<file path="config.mk">
export PLATFORM = sky130hd
export DESIGN_NAME = univ_shift_reg
export DESIGN_NICKNAME = d
export VERILOG_FILES = /design/src/rtl/univ_shift_reg.sv
export SDC_FILE = /design/constraint.sdc
export NUM_CORES = 1
export LEC_CHECK = 0
export ABC_AREA = 1
export CORE_MARGIN = 2
export CORE_UTILIZATION = 36
export CTS_CLUSTER_DIAMETER = 200
export DETAILED_ROUTE_END_ITERATION = 8
export MAX_ROUTING_LAYER = met4
export PLACE_DENSITY = 0.78
export SYNTH_ARGS = -nofsm -noshare
export SYNTH_HDL_FRONTEND = slang
export SYNTH_SLANG_ARGS = --single-unit
</file>
<file path="constraint.sdc">
create_clock -name clk -period 1.2 [get_ports clk]
set_input_delay 0.24 -clock clk [delete_from_list [all_inputs] [get_ports clk]]
set_output_delay 0.24 -clock clk [all_outputs]
set_load 0.03 [all_outputs]
</file>
<file path="src/rtl/univ_shift_reg.sv">
// Multi-mode WIDTH-bit register: hold, parallel load, shift, rotate and clear.
// Adds serial taps and a saturating shift counter with a registered done flag.
module univ_shift_reg #(
    parameter int WIDTH = 8
) (
    input  logic                         clk,
    input  logic                         rst,
    input  logic                         en,
    input  logic [2:0]                   mode,
    input  logic [WIDTH-1:0]             data,
    input  logic                         ser_in,
    output logic [WIDTH-1:0]             q,
    output logic [WIDTH-1:0]             q_bar,
    output logic                         so_msb,
    output logic                         so_lsb,
    output logic [$clog2(WIDTH+1)-1:0]   count,
    output logic                         done
);

    localparam int CW = $clog2(WIDTH + 1);
    localparam logic [CW-1:0] CNT_MAX = CW'(WIDTH);

    typedef enum logic [2:0] {
        MODE_HOLD  = 3'b000,
        MODE_LOAD  = 3'b001,
        MODE_SHL   = 3'b010,
        MODE_SHR   = 3'b011,
        MODE_ROTL  = 3'b100,
        MODE_ROTR  = 3'b101,
        MODE_CLEAR = 3'b110,
        MODE_RSVD  = 3'b111
    } mode_e;

    logic [WIDTH-1:0] q_q, q_d;
    logic [CW-1:0]    count_q, count_d;
    logic             done_q, done_d;
    logic [CW-1:0]    count_inc;

    assign count_inc = (count_q == CNT_MAX) ? count_q : count_q + 1'b1;

    always_comb begin
        q_d     = q_q;
        count_d = count_q;
        if (en) begin
            case (mode_e'(mode))
                MODE_LOAD: begin
                    q_d     = data;
                    count_d = '0;
                end
                MODE_SHL: begin
                    q_d     = {q_q[WIDTH-2:0], ser_in};
                    count_d = count_inc;
                end
                MODE_SHR: begin
                    q_d     = {ser_in, q_q[WIDTH-1:1]};
                    count_d = count_inc;
                end
                MODE_ROTL: begin
                    q_d     = {q_q[WIDTH-2:0], q_q[WIDTH-1]};
                    count_d = count_inc;
                end
                MODE_ROTR: begin
                    q_d     = {q_q[0], q_q[WIDTH-1:1]};
                    count_d = count_inc;
                end
                MODE_CLEAR: begin
                    q_d     = '0;
                    count_d = '0;
                end
                default: begin
                    q_d     = q_q;
                    count_d = count_q;
                end
            endcase
        end
        // done tracks the next count so both flags move on the same edge
        done_d = (count_d == CNT_MAX);
    end

    always_ff @(posedge clk) begin
        if (rst) begin
            q_q     <= '0;
            count_q <= '0;
            done_q  <= 1'b0;
        end else begin
            q_q     <= q_d;
            count_q <= count_d;
            done_q  <= done_d;
        end
    end

    assign q      = q_q;
    assign q_bar  = ~q_q;
    assign so_msb = q_q[WIDTH-1];
    assign so_lsb = q_q[0];
    assign count  = count_q;
    assign done   = done_q;

endmodule

</file>
==> impl_metrics.csv <==
group,metric,value,unit
layout,final_layout_size_suffix_gt1_share,40.8,%
global_routing,antenna_found_initial,0,
place,dpl.hpwl,1870,um
routing,wl_per_cell,12.1,um
place,dp.cells,195,
global_routing,grt_pass1_wl,3730,um
routing,viasPerCell,4.97,
floorplan,fp.dieArea,2710,um2
critical_path,cpMostUsedCell,"nand3_1",
job,maxCapViolCount,0,
routing,drt_pass1_iterations,4,
status,status,"finished, violations left",
floorplan,fp.dieH,52.1,um
yosys,synth_edf_count,0,
place,gp_congestion,0.830,
critical_path,crit_type,"reg2reg",
clock_tree,clock_sink_count,13,
clock_tree,clock_path_buffers,2,
critical_path,cp-start-kind,"flip-flop",
global_routing,grt_max_degree,10,
routing,drc,0,
pwr,ir_drop,595,uV
yosys,async_flop_share,0,%
floorplan,rows,17,
floorplan,chipWidth,52.1,um
routing,drt_iter0_drc,13,
global_routing,overflow,0,
critical_path,path_cells,"buf_4, ha_2, nand3_1, a21oi_1, nand2_1, nand3_1, nor2_1",
yosys,yosysTopAreaCell,"dfxtp_1",
critical_path,crit_path_top_delay_cell,"dfxtp_4",
sta,min_period,1.20,ns
sta,timing.hold.ws,0.441,ns
yosys,syn_avg_cell_area,6.76,um2
critical_path,reg2reg_from,"count[0]",
status,violations,"negative setup slack",
clock_tree,cts-root-buf,"clkbuf_4",
layout,n_antenna_cell,0,
critical_path,slowest_delay,0.36,ns
floorplan,ios,38,
routing,vias,1003,
critical_path,end_kind,"flip-flop",
yosys,ys.flop_type,"dfxtp_1",
yosys,yosys_warnings,0,
hold_path,min_to,"count[3]",
layout,fillCellCount,206,
layout,syn_to_final_growth,62.3,%
routing,drt-total-wl,2440,um
routing,antenna_left,0,
yosys,netlist_instances,123,
layout,regArea,273,um2
clock_tree,cts_tree,"done",
sta,fin_crit_sh,100,%
place,numPortBuffers,37,
clock_tree,cts_max_level,1,
yosys,netlist_top_cells_count,"inv_1 (25), nand2_1 (17), a21oi_1 (16)",
layout,multi_input_area,517,um2
critical_path,cp.arrival,1.38,ns
layout,final_util,61.6,%
critical_path,worstPathRequired,1.38,ns
sta,hold_viol,0,
sta,fmax,833,MHz
global_routing,grt_usage,19.0,%
sta,slew_viol_final,0,
sta,worst_slack,-0.000489,ns
yosys,yosysTopAreaCellShare,31.3,%
critical_path,r2r_slack,-0.0005,ns
pwr,p_leak,0.621,nW
hold_path,hold_class,"in2reg",
sta,skew,0.00790,ns
floorplan,start_util,38.0,%
pwr,powerDensity,934,nW/um2
layout,fin_cells,202,
sta,setup_viol,1,
yosys,yosys-top-cells-area,"dfxtp_1 (31%), inv_1 (11%), a21oi_1 (9.6%)",
hold_path,hold_start,"en",
critical_path,reg2reg_to,"done",
hold_path,min_path_cells,5,
critical_path,crit_fanout,3,
clock_tree,clk_latency,0.28,ns
clock_tree,cts_hold_buf,0,
yosys,synth_nets,140,
sta,rsz0062_at_grt,"true",
yosys,netlist_area,832,um2
yosys,yosysSeqAreaShare,31.3,%
global_routing,grt_pass1_vias,935,
sta,slew-limit-headroom,84.7,%
yosys,post-synth-top-count-cell,"inv_1",
layout,fin_nets,192,
critical_path,worst-r2r-cell-count,7,
sta,tightestPinTransition,0.230,ns
floorplan,coreArea,2190,um2
yosys,synth_seq_cells,13,
clock_tree,clkSlewWorstSetupHoldPaths,0.07,ns
clock_tree,cts_made_buffers,3,
yosys,synth_cell_types,17,
==> cells in the final DEF (no fill, tap or decap) <==
master / n
o21ai_2: 1
nor2_1: 9
dlymetal6s2s_1: 1
nand2_2: 7
inv_2: 6
dfxtp_2: 4
clkbuf_4: 3
clkdlybuf4s50_1: 10
ha_4: 1
a21oi_2: 1
a21oi_4: 1
buf_4: 34
o21ai_0: 3
inv_4: 1
dfxtp_4: 2
clkbuf_1: 1
nand2_1: 12
nand3_1: 7
a21oi_1: 16
xnor2_1: 1
dlygate4sd2_1: 2
nand2_4: 4
inv_6: 1
inv_1: 19
nor2_4: 1
o21ai_1: 7
dfxtp_1: 7
ha_2: 1
o22ai_1: 8
nand2_8: 2
clkbuf_2: 1
==> power breakdown <==
part           switching, mW  leakage (nW)  internal (mW)  total, mW
Clock                  0.144        0.0150          0.129      0.273
Combinational          0.304         0.496          0.202      0.505
Sequential            0.0255         0.110          0.457      0.483
==> how the worst max path moves through the flow <==
stage	startpoint	end
after floorplan	count[0]	done
final	count[0]	done
after global routing	count[0]	done
after CTS	count[0]	done
after global placement	mode[2]	q[5]
after detailed placement	mode[2]	q[6]
==> state kept, by name (all words and copies together) (netlist names) <==
register and count:
q 8, count 4, done 1
==> timing repair <==
action / CTS / global route
cloned: 1 / 1
pin swaps: 5 / 1
buffers inserted: 1 / 0
resized for setup: 12 / 18
endpoints found under the setup margin: 13 / 11
==> metal layers <==
layer	GRT usage, %	wire [um]	share of wire, %
met5	-	0	0
met4	11.4	71	2.9
met3	0.862	87	3.6
met2	32.7	1220	50
met1	21.7	1060	44
==> critical path: cells and delay by family (launching register included) <==
family          cells  cell delay, ns
flops               1            0.36
simple gates        4            0.30
fa+ha+maj           1            0.17
compound gates      1            0.15
buf+inv             1            0.12
==> logic make-up (layout without fill, tap and decap cells) <==
group	Yosys count	after routing	synth area share (%)
compound gates	37	37	24.4
xor+xnor	1	1	1.05
fa+ha+maj	2	2	3.01
buf+inv	30	79	15.9
flops	13	13	31.3
simple gates	40	42	24.4
==> layout make-up <==
| cell class | count | share of cell area, % |
|---|---|---|
| clock buffer | 4 | 1.95 |
| sequential | 13 | 20.2 |
| timing repair buffer | 48 | 28.9 |
| tap | 28 | 2.60 |
| multi-input combinational | 82 | 38.3 |
| inverter | 27 | 8.06 |
==> per-stage QoR <==
stage | total power [mW] | setup slack, ns | cell area, um2 | TNS (ns)
after floorplan | 0.769 | -0.00182 | 847 | -0.00182
after global placement | 0.950 | -0.457 | 1240 | -5.30
after detailed placement | 0.958 | -0.547 | 1240 | -6.15
after CTS | 1.25 | 0.000184 | 1300 | 0
after global routing | 1.32 | -0.0807 | 1350 | -0.114
final | 1.26 | -0.000489 | 1350 | -0.000489
Note: power is estimated with default switching activity, not from simulation.
